==> src/rtl/serial_adder.sv <==
// rtl/serial_adder.sv - bit-serial adder, one full-adder cell, LSB first
module serial_adder #(
  parameter int WIDTH = 8
) (
  input  logic             clk,
  input  logic             rst,
  input  logic             start,
  input  logic [WIDTH-1:0] a,
  input  logic [WIDTH-1:0] b,
  input  logic             cin,
  output logic             busy,
  output logic             done,
  output logic [WIDTH-1:0] sum,
  output logic             cout
);

  localparam int CW = (WIDTH > 1) ? $clog2(WIDTH) : 1;

  typedef enum logic [1:0] {IDLE, RUN, DONE} state_t;

  state_t           r_state;
  logic [WIDTH-1:0] r_a;
  logic [WIDTH-1:0] r_b;
  logic [WIDTH-1:0] r_res;
  logic [WIDTH-1:0] r_sum;
  logic             r_carry;
  logic             r_cout;
  logic             r_busy;
  logic             r_done;
  logic [CW-1:0]    r_cnt;

  logic             w_bit;
  logic             w_carry;

  assign w_bit   = r_a[0] ^ r_b[0] ^ r_carry;
  assign w_carry = (r_a[0] & r_b[0]) | (r_a[0] & r_carry) | (r_b[0] & r_carry);

  always_ff @(posedge clk) begin
    if (rst) begin
      r_state <= IDLE;
      r_a     <= '0;
      r_b     <= '0;
      r_res   <= '0;
      r_sum   <= '0;
      r_carry <= 1'b0;
      r_cout  <= 1'b0;
      r_busy  <= 1'b0;
      r_done  <= 1'b0;
      r_cnt   <= '0;
    end else begin
      case (r_state)
        IDLE: begin
          r_done <= 1'b0;
          if (start) begin
            r_a     <= a;
            r_b     <= b;
            r_res   <= '0;
            r_carry <= cin;
            r_cnt   <= '0;
            r_busy  <= 1'b1;
            r_state <= RUN;
          end
        end
        RUN: begin
          r_res   <= {w_bit, r_res[WIDTH-1:1]};
          r_a     <= r_a >> 1;
          r_b     <= r_b >> 1;
          r_carry <= w_carry;
          // Final bit: publish the result directly so sum never shows partial shifts.
          if (r_cnt == CW'(WIDTH - 1)) begin
            r_sum   <= {w_bit, r_res[WIDTH-1:1]};
            r_cout  <= w_carry;
            r_busy  <= 1'b0;
            r_done  <= 1'b1;
            r_state <= DONE;
          end else begin
            r_cnt <= r_cnt + 1'b1;
          end
        end
        DONE: begin
          r_done  <= 1'b0;
          r_state <= IDLE;
        end
        default: begin
          r_busy  <= 1'b0;
          r_done  <= 1'b0;
          r_state <= IDLE;
        end
      endcase
    end
  end

  assign busy = r_busy;
  assign done = r_done;
  assign sum  = r_sum;
  assign cout = r_cout;

endmodule

==> config.mk <==
export PLATFORM = sky130hd
export DESIGN_NAME = serial_adder
export DESIGN_NICKNAME = d
export VERILOG_FILES = /design/src/rtl/serial_adder.sv
export SDC_FILE = /design/constraint.sdc
export NUM_CORES = 1
export LEC_CHECK = 0
export CAP_MARGIN = 0
export CORE_AREA = 2 2 65 67
export CTS_CLUSTER_DIAMETER = 200
export DETAILED_ROUTE_END_ITERATION = 12
export DIE_AREA = 0 0 67 69
export PLACE_DENSITY = 0.67
export SKIP_LAST_GASP = 1
export SYNTH_ARGS = -nofsm -noshare
export SYNTH_HDL_FRONTEND = slang
export SYNTH_SLANG_ARGS = --single-unit
==> constraint.sdc <==
create_clock -name clk -period 1.68 [get_ports clk]
set_input_delay 0.336 -clock clk [delete_from_list [all_inputs] [get_ports clk]]
set_output_delay 0.336 -clock clk [all_outputs]
set_load 0.1 [all_outputs]
==> impl_results.md, run 1 <==
- Crit path DAT: 1.66 ns
- Clock network fraction of design power: 0.369
- Count leader, synth: dfxtp_1
- RSZ-0062 raised after global routing: false
- Layout filler cell count: 350
- Via count: 1,326
- PwrDens: 919 nW/um2
- Post-synth EDFFs: 0
- Status: completed
- Share of layout cells above drive strength 1: 0.173
- Largest net degree at the start of global routing: 28
- Max IR drop VDD: 543 uV
- Overall routing resource usage: 0.153
- Startpoint Class: flop
- Nets: 230
- Routed WL: 3300 um
- Worst-path clk slew: 0.08 ns
- Relative max-transition margin: 0.738
- Number of setup violations in the final report: 0
- Comb pwr share: 0.136
- Clock skew: 0.00897 ns
- Clock Root Buffer: clkbuf_8
- Slowest Stage Delay on Critical Path: 0.33 ns
- Die H: 69 um
- Seq pwr share: 0.494
- Vias per inst: 5.14
- Post-Synthesis Cells: 178
- Setup TNS: 0 ns
- Crit. End Element: flop
- Number of buffers created by CTS: 5
- Most frequent cells after synthesis: dfxtp_1 (40), nor2_1 (27), a21oi_1 (13), mux2i_1 (12), nand2_1 (10)
- Critical Path RT: 1.85 ns
- Post-DP HPWL: 2330 um
- Area delta synth->final: 31.0%
- Net Count, Synth: 201
- DR iter-0 viols: 75
- Slowest-stage cell, CP: dfxtp_1
- Avg WL per Cell: 12.8 um
- Hold_buf cts: 0
- Remaining global-route overflow: 0
- Setup slack after placement: 0.0291 ns
- Synth area leader: dfxtp_1
- Initial Utilization: 0.442
- Detail Route Antenna Nets: 0
- Final Cycle Share: 0.889
- Setup CP Type: flop to flop
- Worst Tran Pin Value: 0.392 ns
- Ys async rst share: 0
- Die footprint: 4620 um2
- Worst Hold Class: flop to flop
- Final Hold Fails: 0
- Number of diodes: 0
- First-pass GRT wire length: 5610 um
- Drt first pass iters: 4
- Core ar.: 3910 um2
- F_max: 0.670 GHz
- Vias in the first global route: 1,298
- Net Sw Frac: 0.243
- Max H-tree Level: 2
- Post-CTS Setup Repair Bufs: 0
- Psw: 506 uW
- Num rows: 23
- Most repeated library cell on the critical path: ha_1
- Clock Latency Late Sink: 0.29 ns
- Synth Cell Area: 1730 um2
- # clock sinks: 40
- Syn avg cell area: 9.71 um2
- CTS Buffer Depth: 2
- Buffers & Inverters on Critical Path: 0
- Hold WS: 0.483 ns
- Gpl congestion: 0.758
- Die Width: 67 um
- Final worst setup slack: 0.187 ns
- Initial antenna violation count: 0
- Max-Cap Viols: 0
- Synth top area share: 0.463
- Max FO, Critical Path: 8
- Tmin final: 1.49 ns
- I/O pin total: 31
- CTS tree: yes
- Synth cell types: 34
- Cell family with most CP delay: adder cells
- Synth area leaders: dfxtp_1 (46%), mux2i_1 (6.9%), a211oi_2 (6.5%)
- Max Slew Vio Count: 0
- Seq/Total Area, Yosys: 0.463
- Ys flop type: dfxtp_1
- Number of I/O port buffers: 30
- Pleak: 0.000835 uW
- Post-synthesis sequential element count: 40
- YS warnings: 0
- # DRC: 0
- Cts repair resizes: 0
- Critical-path cell list: ha_1 > ha_1 > nand2b_1 > a21oi_1 > o21ai_0
- Internal: 1580 uW
[per-layer routing]
layer	GRT usage	vias up	routed length, um
li1	-	687	-
met1	0.192	608	1470
met2	0.255	27	1650
met3	0.0326	4	128
met4	0.0544	0	40
met5	0	-	0
[stage by stage]
stage / instances / area, um2 / util / total power [uW]
floorplan: 178 / 1730 / - / 1260
global placement: 250 / 2150 / 0.551 / 1330
detailed placement: 250 / 2150 / 0.551 / 1340
CTS: 258 / 2270 / 0.579 / 2100
global route: 258 / 2270 / 0.579 / 2180
finish: 258 / 2270 / 0.579 / 2080
[cell families (layout without fill, tap and decap cells)]
logic type | Yosys count | count (layout) | share of synthesized area
simple gates | 62 | 62 | 0.167
fa+ha+maj | 3 | 3 | 0.0260
compound gates | 45 | 45 | 0.209
mux | 12 | 12 | 0.0695
buf+inv | 16 | 46 | 0.0651
flops | 40 | 40 | 0.463
[registers in the layout, summed over array words and instances (netlist names), 2 cells and up]
register  flops
r_b           8
r_cnt         3
r_res         7
r_state       2
sum           8
r_a           8
[worst reg2reg max path, delay by kind of cell, from the launching register on]
family	cells	cell delay, ns
fa+ha+maj	2	0.48
compound gates	2	0.40
flops	1	0.33
simple gates	1	0.17
[cells in the final DEF (no fill, tap or decap)]
cell type / n
clkinv_2: 1
nor3b_1: 1
nand4_1: 1
inv_1: 2
nand2b_1: 7
nand3b_1: 1
o21bai_2: 1
clkinvlp_4: 1
nand2_1: 10
o22ai_1: 1
mux2i_1: 12
fa_1: 1
buf_12: 12
ha_1: 2
clkbuf_8: 5
a211oi_2: 9
o21ai_0: 2
a21o_1: 1
or4_1: 1
a21oi_1: 13
nand3_1: 9
nor2_1: 27
clkdlybuf4s50_1: 19
dfxtp_1: 40
o21ba_4: 1
nor2b_1: 2
nor3_1: 2
o2bb2ai_1: 4
nor4bb_1: 1
a211oi_1: 6
a22oi_1: 7
bufinv_16: 1
buf_4: 5
[cell type report]
type	instances	area, um2	share of cell area
Multi-Input combinational cell	122	816	0.360
Sequential cell	40	801	0.353
Inverter	2	7.51	0.00331
Tap cell	50	62.6	0.0276
Clock buffer	5	68.8	0.0304
Timing Repair Buffer	36	468	0.207
Clock inverter	3	42.5	0.0188
[final timing paths]
check | slack [ns] | endpoint | cells after the start | start
min reg2reg | 0.48 | r_b[7] | 2 | r_b[7]
max | 0.19 | r_cnt[0] | 5 | r_cnt[0]
min | 0.48 | r_b[7] | 2 | r_b[7]
max reg2reg | 0.19 | r_cnt[0] | 5 | r_cnt[0]
[power groups by stage]
| stage | logic, uW | clock network, uW | registers (uW) |
|---|---|---|---|
| floorplan | 199 | 0 | 1060 |
| global placement | 278 | 0 | 1050 |
| detailed placement | 286 | 0 | 1050 |
| CTS | 288 | 783 | 1030 |
| global route | 312 | 829 | 1040 |
| finish | 284 | 769 | 1030 |
Note: power is estimated with default switching activity, not from simulation.
==> inputs of run 2 (changes only) <==
Settings changed: SKIP_CTS_REPAIR_TIMING set to 1, SLEW_MARGIN set to 5.
==> results of run 2 <==
No change in the layout: final DEF, timing and power equal those of run 1.
